`config.mk`:
```
export PLATFORM = sky130hd
export DESIGN_NAME = ascon_seq
export DESIGN_NICKNAME = d
export VERILOG_FILES = /design/src/rtl/ascon_pkg.sv /design/src/rtl/ascon_wdog.sv /design/src/rtl/ascon_seq.sv
export SDC_FILE = /design/constraint.sdc
export NUM_CORES = 1
export LEC_CHECK = 0
export ABC_AREA = 1
export CAP_MARGIN = 20
export CORE_AREA = 2 2 219 221
export CTS_BUF_LIST = sky130_fd_sc_hd__clkbuf_8 sky130_fd_sc_hd__clkbuf_16
export DETAILED_ROUTE_END_ITERATION = 16
export DIE_AREA = 0 0 221 223
export MAX_ROUTING_LAYER = met4
export PLACE_DENSITY_LB_ADDON = 0.08
export SLEW_MARGIN = 10
export SYNTH_ARGS = -nofsm -noshare
export SYNTH_HDL_FRONTEND = slang
export SYNTH_SLANG_ARGS = --single-unit
```
`constraint.sdc`:
```
create_clock -name clk_i -period 5.21 [get_ports clk_i]
set_clock_uncertainty 0.15 [all_clocks]
set_input_delay 0.521 -clock clk_i [delete_from_list [all_inputs] [get_ports clk_i]]
set_output_delay 0.521 -clock clk_i [all_outputs]
set_load 0.01 [all_outputs]
```
`src/rtl/ascon_pkg.sv`:
```
// Shared types and default widths for the Ascon job sequencer.
// Latency: n/a (declarations only).
// Backpressure: n/a.
package ascon_pkg;

  localparam int DEF_BLK_W  = 64;
  localparam int DEF_TAG_W  = 128;
  localparam int DEF_CNT_W  = 4;
  localparam int DEF_WDOG_W = 16;

  typedef enum logic [2:0] {
    IDLE     = 3'd0,
    LAUNCH   = 3'd1,
    STREAM   = 3'd2,
    WAIT_TAG = 3'd3,
    RELEASE  = 3'd4,
    ABORT    = 3'd5
  } seq_state_t;

endpackage

```
`src/rtl/ascon_wdog.sv`:
```
// Idle-cycle watchdog: counts down while enabled, reloads on any activity, flags expiry at zero.
// Latency: expire is combinational from the count; reload takes effect on the next edge.
// Backpressure: none; a zero limit disables expiry entirely.
module ascon_wdog
  import ascon_pkg::*;
#(
  parameter int WDOG_W = DEF_WDOG_W
) (
  input  logic              clk,
  input  logic              rst_n,
  input  logic              reload,
  input  logic              enable,
  input  logic [WDOG_W-1:0] limit,
  output logic              expire
);

  localparam logic [WDOG_W-1:0] ONE = WDOG_W'(1);

  logic [WDOG_W-1:0] cnt;

  // Reload on activity, otherwise count down while the job is in a watched state.
  always_ff @(posedge clk or negedge rst_n) begin
    if (!rst_n) begin
      cnt <= '0;
    end else if (reload) begin
      cnt <= limit;
    end else if (enable && (cnt != '0)) begin
      cnt <= cnt - ONE;
    end
  end

  // A cycle with activity never expires, so a late handshake always wins.
  assign expire = enable && !reload && (limit != '0) && (cnt == '0);

endmodule

```
`src/rtl/ascon_seq.sv`:
```
// Ascon job sequencer: takes a command, streams AD then PT blocks to the core FIFOs, drains CT, captures the tag.
// Latency: command accept to LAUNCH in 1 cycle; data and CT handshakes pass straight through; done_o 1 cycle after tag.
// Backpressure: data_ready_o follows the target FIFO full flag and drops on abort; CT pops only with ct_ready_i.
module ascon_seq
  import ascon_pkg::*;
#(
  parameter int BLK_W  = DEF_BLK_W,
  parameter int TAG_W  = DEF_TAG_W,
  parameter int CNT_W  = DEF_CNT_W,
  parameter int WDOG_W = DEF_WDOG_W
) (
  input  logic              clk_i,
  input  logic              rst_n_i,
  input  logic              cmd_valid_i,
  output logic              cmd_ready_o,
  input  logic [CNT_W-1:0]  cmd_ad_blks_i,
  input  logic [CNT_W-1:0]  cmd_pt_blks_i,
  input  logic [WDOG_W-1:0] wdog_limit_i,
  input  logic              abort_i,
  input  logic              data_valid_i,
  output logic              data_ready_o,
  input  logic [BLK_W-1:0]  data_i,
  output logic              ct_valid_o,
  input  logic              ct_ready_i,
  output logic [BLK_W-1:0]  ct_o,
  output logic [TAG_W-1:0]  tag_o,
  output logic              done_o,
  output logic              busy_o,
  output logic              err_o,
  output logic              core_start_o,
  input  logic              core_ready_i,
  input  logic              core_tag_valid_i,
  output logic              core_clr_o,
  output logic [CNT_W-1:0]  cfg_ad_blks_o,
  output logic [CNT_W-1:0]  cfg_pt_blks_o,
  output logic              ad_push_o,
  input  logic              ad_full_i,
  output logic              pt_push_o,
  input  logic              pt_full_i,
  output logic [BLK_W-1:0]  din_o,
  output logic              ct_pop_o,
  input  logic              ct_empty_i,
  input  logic [BLK_W-1:0]  ct_i,
  input  logic [TAG_W-1:0]  tag_i
);

  localparam logic [CNT_W-1:0] CNT_ONE = CNT_W'(1);

  seq_state_t       state, state_base, state_nxt;
  logic [CNT_W-1:0] ad_rem, pt_rem, ct_cnt;
  logic             clr_second;
  logic             cmd_hs, data_hs, ad_phase, pt_open, last_pt;
  logic             wdog_reload, wdog_enable, wdog_expire;

  assign cmd_ready_o  = (state == IDLE) && core_ready_i;
  assign cmd_hs       = cmd_valid_i && cmd_ready_o;
  assign busy_o       = (state != IDLE);
  assign core_start_o = (state == LAUNCH) || (state == STREAM) || (state == WAIT_TAG);
  assign core_clr_o   = (state == ABORT);

  // AD phase lasts while fewer AD blocks than commanded have gone out; zero AD skips it.
  assign ad_phase     = (ad_rem < cfg_ad_blks_o);
  assign pt_open      = (pt_rem < cfg_pt_blks_o);
  assign data_ready_o = (state == STREAM) && !abort_i &&
                        (ad_phase ? !ad_full_i : (pt_open && !pt_full_i));
  assign data_hs      = data_valid_i && data_ready_o;
  assign ad_push_o    = data_hs && ad_phase;
  assign pt_push_o    = data_hs && !ad_phase;
  assign din_o        = data_i;
  assign last_pt      = pt_push_o && ((pt_rem + CNT_ONE) == cfg_pt_blks_o);

  assign ct_valid_o   = ((state == STREAM) || (state == WAIT_TAG)) && !ct_empty_i;
  assign ct_o         = ct_i;
  assign ct_pop_o     = ct_valid_o && ct_ready_i;

  // Next state from the protocol alone; a host abort overrides everything while a job is live.
  always_comb begin
    state_base = state;
    case (state)
      IDLE:     if (cmd_hs) state_base = LAUNCH;
      LAUNCH:   if (!core_ready_i) state_base = STREAM;
      STREAM:   if (last_pt) state_base = WAIT_TAG;
      WAIT_TAG: if (core_tag_valid_i && (ct_cnt == cfg_pt_blks_o)) state_base = RELEASE;
      RELEASE:  if (core_ready_i) state_base = IDLE;
      ABORT:    if (clr_second) state_base = IDLE;
      default:  state_base = IDLE;
    endcase
    if (abort_i && (state != IDLE) && (state != ABORT)) state_base = ABORT;
  end

  // Any state change counts as activity, so expiry can only fire in a cycle that would otherwise hold.
  assign wdog_reload = cmd_hs || data_hs || ct_pop_o || (state_base != state);
  assign wdog_enable = core_start_o;
  assign state_nxt   = wdog_expire ? ABORT : state_base;

  ascon_wdog #(.WDOG_W(WDOG_W)) u_wdog (
    .clk    (clk_i),
    .rst_n  (rst_n_i),
    .reload (wdog_reload),
    .enable (wdog_enable),
    .limit  (wdog_limit_i),
    .expire (wdog_expire)
  );

  // State register.
  always_ff @(posedge clk_i or negedge rst_n_i) begin
    if (!rst_n_i) state <= IDLE;
    else          state <= state_nxt;
  end

  // Job bookkeeping: latched counts, progress counters, tag capture, done pulse and sticky error.
  always_ff @(posedge clk_i or negedge rst_n_i) begin
    if (!rst_n_i) begin
      cfg_ad_blks_o <= '0;
      cfg_pt_blks_o <= '0;
      ad_rem        <= '0;
      pt_rem        <= '0;
      ct_cnt        <= '0;
      tag_o         <= '0;
      done_o        <= 1'b0;
      err_o         <= 1'b0;
      clr_second    <= 1'b0;
    end else begin
      done_o     <= (state_nxt == RELEASE) && (state != RELEASE);
      clr_second <= (state == ABORT) && !clr_second;
      if (cmd_hs) begin
        cfg_ad_blks_o <= cmd_ad_blks_i;
        cfg_pt_blks_o <= cmd_pt_blks_i;
        ad_rem        <= '0;
        pt_rem        <= '0;
        ct_cnt        <= '0;
        err_o         <= 1'b0;
      end
      if (ad_push_o) ad_rem <= ad_rem + CNT_ONE;
      if (pt_push_o) pt_rem <= pt_rem + CNT_ONE;
      if (ct_pop_o)  ct_cnt <= ct_cnt + CNT_ONE;
      if ((state == WAIT_TAG) && (state_nxt == RELEASE)) tag_o <= tag_i;
      if ((state_nxt == ABORT) && (state != ABORT)) err_o <= 1'b1;
    end
  end

endmodule

```
* Yosys cells after proc, flatten, opt, wreduce, memory -nomap -nowiden
Index checks and enable logic that the tools add are counted.
Word-level totals: register bits 170, input port bits 291, output and inout bits 275
Operators by class: add/subtract/negate cells 4, order comparisons 2, equal/unequal tests 12, mux-type cells 18, reduce and logical (&&, ||, !) cells 45
Operators with widths (count):
- two-way mux 16 bit | 2
- nonzero test 16 bit | 2
- two-way mux 3 bit | 8
- logical AND 1 bit | 22
- case mux 3 bit (6 select lines) | 1
- zero test 16 bit | 1
- two-way mux 4 bit | 4
- subtractor 16 x 1 -> 16 bit (second input constant) | 1
- adder 4 x 1 -> 4 bit (second input constant) | 3
- equality test 3 bit (second input constant) | 4
- nonzero test 2 bit | 5
- equality test 4 bit | 2
- less-than comparator 4 bit | 2
- zero test 1 bit | 7
- equality test 3 x 2 -> 1 bit (second input constant) | 2
- logical OR 1 bit | 6
- != test 3 bit (second input constant) | 2
- equality test 3 x 1 -> 1 bit (second input constant) | 1
- zero test 3 bit | 1
- two-way mux 1 bit | 3
- != test 3 bit | 1
- nonzero test 3 bit | 1

* Logic depth before layout (Yosys ltp)
Gate-level depths: netlist (run 1).
depth after elaboration 20, depth in mapped cells 20, depth with buffers taken out 18

* By module
A second synthesis (run 1) with hierarchy kept.
Unflattened totals: cells, all modules 1081, area total of the unflattened synthesis 8964.8 µm²
Modules (own cells, without submodules):
- ascon_seq | times used 1, cells an instance 901, area each 7778.7 µm², seq. area each 3853.7 µm²
- ascon_wdog | times used 1, cells an instance 180, area each 1186.1 µm², seq. area each 400.4 µm²

* Least setup slack after synthesis (run 1)
OpenSTA, ideal clock, no wires.
path type flip-flop to flip-flop, from register cfg_ad_blks_o[3], to register tag_o[0], library setup time 0.064 ns, arrival time 2.302 ns, path slack 2.694 ns, cell stages (with the launch flop) 18, period minus slack after synthesis 2.516 ns, cell sequence dfrtp_1 inv_1 ha_1 a21oi_1 nand2_1 nand2_1 inv_2 nor2_4 nand4_1 nand3_1 nand2_1 nand3_4 nand3_2 nor2_4 buf_12 buf_12 nand2_4 nand2_2
On the way: cells in the longest elaborated chain, start to end 18
Ends and longest elaborated chain:
- start, declared | RTL line ascon_seq.sv:34 | output logic [CNT_W-1:0] cfg_ad_blks_o,
- start signal, assigned | RTL line ascon_seq.sv:127 | cfg_ad_blks_o <= cmd_ad_blks_i;
- less-than comparator 4 bit * | RTL line ascon_seq.sv:62 | assign ad_phase = (ad_rem < cfg_ad_blks_o);
- two-way mux 1 bit * | RTL line ascon_seq.sv:65 | (ad_phase ? !ad_full_i : (pt_open && !pt_full_i));
- logical AND 1 bit * | RTL line ascon_seq.sv:64 | assign data_ready_o = (state == STREAM) && !abort_i &&
- named net data_ready_o | RTL line ascon_seq.sv:21 | output logic data_ready_o,
- logical AND 1 bit * | RTL line ascon_seq.sv:66 | assign data_hs = data_valid_i && data_ready_o;
- logical AND 1 bit | RTL line ascon_seq.sv:68 | assign pt_push_o = data_hs && !ad_phase;
- logical AND 1 bit | RTL line ascon_seq.sv:70 | assign last_pt = pt_push_o && ((pt_rem + CNT_ONE) == cfg_pt_blks_o);
- two-way mux 3 bit | RTL line ascon_seq.sv:82 | STREAM: if (last_pt) state_base = WAIT_TAG;
- case mux 3 bit (6 select lines) | RTL line ascon_seq.sv:79 | case (state)
- two-way mux 3 bit | RTL line ascon_seq.sv:88 | if (abort_i && (state != IDLE) && (state != ABORT)) state_base = ABORT;
- != test 3 bit | RTL line ascon_seq.sv:92 | assign wdog_reload = cmd_hs || data_hs || ct_pop_o || (state_base != state);
- logical OR 1 bit | RTL line ascon_seq.sv:92
- zero test 1 bit | RTL line ascon_wdog.sv:33 | assign expire = enable && !reload && (limit != '0) && (cnt == '0);
- logical AND 1 bit (3 in a row) | RTL line ascon_wdog.sv:33
- two-way mux 3 bit * | RTL line ascon_seq.sv:94 | assign state_nxt = wdog_expire ? ABORT : state_base;
- equality test 3 bit * | RTL line ascon_seq.sv:137 | if ((state == WAIT_TAG) && (state_nxt == RELEASE)) tag_o <= tag_i;
- logical AND 1 bit * | RTL line ascon_seq.sv:137
- end signal, assigned | RTL line ascon_seq.sv:137
- end, declared | RTL line ascon_seq.sv:26 | output logic [TAG_W-1:0] tag_o,
The timed path passes the listed nets; every way through them passes the cells marked *. A chain may end at the register's enable or synchronous reset.

* Worst setup path after layout (run 1)
from register cfg_ad_blks_o[3], to output ad_push_o
On the way: cells in the longest elaborated chain, start to end 5
Ends and longest elaborated chain:
- less-than comparator 4 bit * | RTL line ascon_seq.sv:62
- two-way mux 1 bit | RTL line ascon_seq.sv:65
- logical AND 1 bit | RTL line ascon_seq.sv:64
- logical AND 1 bit | RTL line ascon_seq.sv:66
- logical AND 1 bit * | RTL line ascon_seq.sv:67 | assign ad_push_o = data_hs && ad_phase;
- end, declared | RTL line ascon_seq.sv:36 | output logic ad_push_o,
Mark *: on every way between the ends. The rest lies on a longest branch, timed or not.

==> impl_results.md, run 1 <==
- Cts hold-fix bufs: 1
- Final nets: 1510
- Syn Inst Count: 1033
- Fmax: 286.2 MHz
- Area after DPL: 0.01240 mm^2
- Worst Path Buf+Inv: 2
- Routability cong.: 0.7302
- CTS Buffer Depth: 2
- Resize count post-CTS: 0
- Fin. max-slew vios: 0
- Core Box Area: 0.04715 mm^2
- Worst skew pair latency: 0.48 ns
- Crit start category: register
- Hpwl dp: 21.34 mm
- Leakage power: 6.547 nW
- CP Data Arrival Time: 2.82 ns
- Area Growth Syn to Fin: 33.15%
- Most common cell on crit path: nand2_1
- First-pass GRT wire length: 46.27 mm
- Synth Register Bits: 170
- Reg clk slew, reported paths: 0.07 ns
- DR WL/cell: 16.21 um
- Power Dens Cells: 489.5 mW/mm^2
- H-tree depth: 4
- Sw Share: 38.39%
- Via-per-instance ratio: 3.833
- Vias in the first global route: 7399
- FFs w/ async S/R, synth: 100.0%
- Unrepaired setup endpoints after global routing: false
- DRT antenna net count: 0
- Max Cap Viol: 0
- NetSw: 2.435 mW
- DRC Markers: 0
- I/O pin count: 566
- Final worst slack: 1.716 ns
- Layout cell share with drive strength beyond 1: 22.48%
- Cell-internal power: 3.909 mW
- Number of flops mapped to enable cells by yosys: 0
- Critical-path maximum fanout: 4
- Final wirelength: 29.73 mm
- Detailed Route Iter0 Violations: 387
- Largest net degree at the start of global routing: 111
- WS Path Type: register to output port
- Top FF cell, synth: dfrtp_1
- Num CTS Buffers: 17
- CP peak stage delay: 0.62 ns
- Post-route cell area: 0.01296 mm^2
- Clk sink count: 170
- Hold Path Class: register to register
- Mapped Area: 0.009733 mm^2
- ANT cells: 0
- Clock power frac: 20.2%
- Initial Util: 20.64%
- Clock root buffer: clkbuf_16
- Final worst-path cycle share: 67.06%
- Initial antenna violation count: 0
- Crit-path leading delay family: simple AND/OR/NAND/NOR gates
- Slew margin rel.: 50.47%
- Die ar.: 0.04928 mm^2
- Worst Max-Slew Pin Slew: 0.7429 ns
- GR Util All Layers: 12.89%
- Slowest stage cell, crit path: clkdlybuf4s50_1
- Die height: 223 um
- Via count: 7029
- Share of the synthesized area in the top cell type: 43.71%
- Setup TNS: 0 ns
- Fin. Hold Viols: 0
- Synth top area cells: dfrtp_1 (44%), nand2_4 (12%), nand2_1 (11%)
- Num rows: 80
- Setup Buffers After CTS: 0
- Power share of the combinational group: 44.8%
- CP Cell Sequence: inv_1, ha_1, a21oi_1, nand2_1, nand2_1, nand4_1, nor2_1, clkdlybuf4s50_1
- Avg Cell Area, Syn: 9.422 um^2
- Library cells used by synthesis: 37
- Crit end category: output port
- Total power: 6.344 mW
- Seq pwr share: 35.0%
- Pre-antenna DRT Iters: 4
- Synth warnings: 0
- Crit path time final: 3.494 ns
- Overflow after GRT: 0
- Endpoints failing setup: 0
- Syn_nets: 1335
- TritonCTS clock tree: done
- Seq/Total Area, Yosys: 43.71%
- IO buf count: 309
- Cell taking the most area after synthesis: dfrtp_1
- Worst vdd ir: 0.0002230 V
- Worst EP required: 4.54 ns
- Core Util, Final: 27.49%
- Pre-CTS setup slack: 1.766 ns
- Fillers: 5078
- Result of the run: finished clean
- Die W: 221 um
registers in the layout, indices dropped and copies added, names as in the netlist:
register       flops
ad_rem             4
cfg_ad_blks_o      4
cfg_pt_blks_o      4
clr_second         1
ct_cnt             4
done_o             1
err_o              1
pt_rem             4
state              3
tag_o            128
u_wdog.cnt        16
final cells by class:
| class | instances | area (um^2) | share of cell area (%) |
|---|---|---|---|
| sequential | 170 | 4254 | 32.82 |
| multi-input combinational | 651 | 3963 | 30.58 |
| timing repair buffer | 318 | 3227 | 24.90 |
| tap | 615 | 769.5 | 5.937 |
| clock buffer | 19 | 452.9 | 3.495 |
| inverter | 50 | 192.7 | 1.487 |
| clock inverter | 11 | 101.3 | 0.7820 |
per-stage QoR:
stage                     hold WS (ns)  instances
after floorplan                0.07541       1033
after global placement          0.3094       1803
after detailed placement        0.3107       1803
after CTS                       0.3229       1834
after global routing            0.3487       1834
final                           0.3226       1834
cells in the mapped netlist, drive strengths merged, types with 6 or more instances:
| master | instances |
|---|---|
| nand2 | 491 |
| inv | 50 |
| nor2 | 32 |
| nand3 | 45 |
| dfrtp | 170 |
| buf | 159 |
| a21oi | 6 |
| nand4 | 8 |
| o21ai | 22 |
| xor2 | 12 |
| ha | 11 |
| xnor2 | 6 |
worst register-to-register path, cell delays in order (launching register included):
cell and delay (ns):
dfrtp_1 0.45, ha_1 0.24, or2_1 0.24, nand2_1 0.10, nand2_1 0.06, nand2_1 0.05
nand2_1 0.05, nor2_1 0.13, nand4_1 0.14, nand3_1 0.12, nand2_1 0.13, nand3_4 0.12
nand3_2 0.11, nor2_4 0.24, buf_4 0.39, buf_12 0.36, nand2_4 0.13, nand2_2 0.06
logic make-up (layout without fill, tap and decap cells):
group / after synthesis / after routing / share of synthesized area (%)
fa+ha+maj: 11 / 11 / 1.414
flops: 170 / 170 / 43.71
buf+inv: 212 / 398 / 15.67
xor+xnor: 18 / 18 / 1.620
simple gates: 588 / 588 / 35.63
compound gates: 34 / 34 / 1.954
per-layer routing:
metal	vias up	wire, um	track usage (%)
li1	3412	-	-
met1	3265	13900	16.42
met2	319	13050	18.06
met3	33	2238	5.360
met4	0	546	4.806
met5	-	0	-
layout by cell type (no fill, tap or decap), drive strengths merged, types with 2 or more instances in the layout:
master         synthesis  final
ha                    11     11
clkdlybuf4s50          0    308
o211ai                 2      2
buf                  159      9
dfrtp                170    170
clkinv                 0      5
nand2                491    491
clkinvlp               0      2
nand3                 45     45
clkbuf                 3     19
xnor2                  6      6
a21oi                  6      6
nor4                   4      4
nor2                  32     32
a22o                   2      2
nor3                   4      4
xor2                  12     12
nand4                  8      8
inv                   50     53
nand3b                 2      2
o21ai                 22     22
power groups by stage:
stage | clock, mW | combinational (mW) | sequential (mW)
after floorplan | 0 | 1.40 | 2.38
after global routing | 1.41 | 3.16 | 2.30
after CTS | 1.38 | 2.91 | 2.23
after global placement | 0 | 2.90 | 2.26
final | 1.28 | 2.84 | 2.22
after detailed placement | 0 | 2.90 | 2.25
worst paths after layout:
kind,startpoint,to,slack [ns],cells after the start
worst max-delay path,cfg_ad_blks_o[3],ad_push_o,1.72,8
min in group asynchronous,rst_n_i,tag_o[36],0.45,2
worst max register to register,pt_rem[0],tag_o[79],1.88,17
worst min-delay path,clr_second,clr_second,0.32,1
max in group asynchronous,rst_n_i,tag_o[86],3.35,3
worst min register to register,clr_second,clr_second,0.32,1
(Power assumes the default switching activity.)
==> run 2, diff against run 1 <==
==> constraint.sdc (replaced) <==
create_clock -name clk_i -period 3.2 [get_ports clk_i]
set_clock_uncertainty 0.15 [all_clocks]
set_input_delay 0.32 -clock clk_i [delete_from_list [all_inputs] [get_ports clk_i]]
set_output_delay 0.32 -clock clk_i [all_outputs]
set_load 0.01 [all_outputs]
==> impl_results.md, run 2 (synthesized netlist as in run 1, its figures left out) <==
- Biggest regs: tag_o: 128 flops, u_wdog.cnt: 16 flops (unchanged)
- Result of the run: finished clean (unchanged)
- Fmax: 336.5 MHz
- Initial Util: 20.64% (unchanged)
- Hold endpoint: tag_o[35] (was clr_second)
- Fin. max-slew vios: 0 (unchanged)
- Fillers: 4990 (was 5078)
- Total power: 10.47 mW (was 6.344 mW)
- Layout cell share with drive strength beyond 1: 24.66% (was 22.48%)
- Pre-antenna DRT Iters: 4 (unchanged)
- Final worst-path cycle share: 92.86%
- Critical-path maximum fanout: 9 (was 4)
- IO buf count: 309 (unchanged)
- Crit start category: register (unchanged)
- Worst skew pair latency: 0.49 ns (was 0.48 ns)
- Fin. Hold Viols: 0 (unchanged)
- DRT antenna net count: 0 (unchanged)
- Worst Hold Depth: 3 (was 1)
- Hold Path Class: input pin to register (was register to register)
- Overflow after GRT: 0 (unchanged)
- Num rows: 80 (unchanged)
- ANT cells: 0 (unchanged)
- Die W: 221 um (unchanged)
- Hpwl dp: 22.23 mm (was 21.34 mm)
- Routability cong.: 0.7272 (was 0.7302)
- DRC Markers: 0 (unchanged)
- R2r endpoint: tag_o[120] (was tag_o[79])
- Via-per-instance ratio: 3.821 (was 3.833)
- Die ar.: 0.04928 mm^2 (unchanged)
- Layout Cells excl Fill: 1860 (was 1834)
- Final nets: 1534 (was 1510)
- Number of flip-flops under the largest register name: 128 (unchanged)
- Endpoints failing setup: 0 (unchanged)
- Cells on worst reg2reg path: 20 (was 17)
- Core Util, Final: 28.21% (was 27.49%)
- H-tree depth: 4 (unchanged)
- Clk sink count: 170 (unchanged)
- Area Growth Syn to Fin: 36.64% (was 33.15%)
- TritonCTS clock tree: done (unchanged)
- Unrepaired setup endpoints after global routing: true (was false)
- CP Data Arrival Time: 3.24 ns (was 2.82 ns)
- CTS Buffer Depth: 2 (unchanged)
- Detailed Route Iter0 Violations: 301 (was 387)
- Reg clk slew, reported paths: 0.08 ns (was 0.07 ns)
- DR WL/cell: 16.11 um (was 16.21 um)
- Most frequent cells in the layout: clkdlybuf4s50_1 (306), nand2_1 (284), dfrtp_1 (169) (was clkdlybuf4s50_1 (308), nand2_1 (285), dfrtp_1 (170))
- Worst reg2reg path startpoint: cfg_pt_blks_o[1] (was pt_rem[0])
- Placed cells: 1821 (was 1803)
- Hold slack: 0.2071 ns (was 0.3226 ns)
- Final wirelength: 29.97 mm (was 29.73 mm)
- Max Cap Viol: 0 (unchanged)
- Worst Hold Launch: tag_i[35] (was clr_second)
- Worst vdd ir: 0.0002752 V (was 0.0002230 V)
- Via count: 7107 (was 7029)
- Num CTS Buffers: 17 (unchanged)
- WS Path Type: register to register (was register to output port)
- Power Dens Cells: 787.3 mW/mm^2 (was 489.5 mW/mm^2)
- Crit path time final: 2.972 ns
- Most common cell after layout, fill and taps aside: clkdlybuf4s50_1 (unchanged)
- Setup TNS: 0 ns (unchanged)
- I/O pin count: 566 (unchanged)
- Slew margin rel.: 49.34% (was 50.47%)
- First-pass GRT wire length: 45.94 mm (was 46.27 mm)
- Reg-to-reg slack, setup: 0.23 ns (was 1.88 ns)
- Leakage power: 6.751 nW (was 6.547 nW)
- Largest net degree at the start of global routing: 67 (was 111)
- Worst Max-Slew Pin Slew: 0.7599 ns (was 0.7429 ns)
- Core Box Area: 0.04715 mm^2 (unchanged)
- Crit end category: register (was output port)
- GR Util All Layers: 12.77% (was 12.89%)
- Die height: 223 um (unchanged)
- Biggest register: tag_o (unchanged)
- Clock root buffer: clkbuf_16 (unchanged)
- Worst EP required: 3.47 ns (was 4.54 ns)
- Initial antenna violation count: 0 (unchanged)
- Vias in the first global route: 7385 (was 7399)
run 2: cell types whose count changed in the layout (fill, tap and decap cells not counted), moves of 2 or more:
cell and change:
buf_12 +11, inv_1 -3, dlymetal6s2s_1 +2, inv_6 +2
inv_2 +2, buf_4 +12, clkdlybuf4s50_1 -2, clkinv_2 +3
run 2: cell type report:
class | instances | area, um^2 | share of cell area (%)
tap | 615 | 769.5 | 5.786
clock buffer | 18 | 439.2 | 3.302
clock inverter | 14 | 98.84 | 0.7432
inverter | 50 | 192.7 | 1.449
sequential | 170 | 4255 | 32.00
multi-input combinational | 651 | 3976 | 29.90
timing repair buffer | 342 | 3567 | 26.82
run 2: how the worst max path moves through the flow:
stage | startpoint | to | slack (ns) | cells past startpoint
floorplan | cfg_ad_blks_o[3] | tag_o[0] | 0.68 | 17
global placement | cfg_pt_blks_o[1] | tag_o[95] | 0.22 | 19
detailed placement | cfg_pt_blks_o[1] | tag_o[91] | 0.19 | 19
CTS | cfg_pt_blks_o[1] | pt_push_o | 0.01 | 12
global route | cfg_pt_blks_o[1] | tag_o[120] | 0.004 | 20
finish | cfg_pt_blks_o[1] | tag_o[120] | 0.23 | 20
run 2: timing repair:
action,CTS,global route
gates cloned,0,1
pin swaps,1,1
gates resized for setup,4,5
buffers inserted,2,3
endpoints found under the hold margin,62,0
setup endpoints to repair,2,30
hold buffers,1,0
run 2: stage by stage:
step	setup slack, ns	cell area [um^2]
CTS	0.01256	13240
global placement	0.2163	12670
global route	0.004299	13300
floorplan	0.6844	9733
detailed placement	0.1891	12670
finish	0.2284	13300
run 2: routing by layer:
layer / global-route usage [%] / vias to the layer above / wire length, um
met1: 16.24 / 3286 / 13830
met2: 17.95 / 320 / 13200
li1: - / 3468 / -
met3: 5.426 / 33 / 2354
met4: 4.590 / 0 / 585
met5: - / - / 0
run 2: power by group:
part / total (mW) / internal [mW] / switching, mW
Combinational: 4.85 / 2.41 / 2.44
Clock: 2.01 / 1.01 / 1.00
Sequential: 3.61 / 3.01 / 0.596
Total: 10.5 / 6.44 / 4.03
run 2: critical path, cell delays in order (launching register included):
cell and delay (ns):
dfrtp_1 0.39, inv_2 0.08, ha_1 0.29, nand2_1 0.06, nand2_1 0.08, nand2_1 0.06, nand3_1 0.07, nand2_1 0.11
nand4_1 0.18, buf_4 0.20, nand2_1 0.06, inv_1 0.04, nand2_1 0.07, nor2_2 0.06, nand3_4 0.11, nand3_2 0.11
nor2_4 0.21, buf_12 0.16, buf_4 0.27, nand2_4 0.07, nand2_2 0.06
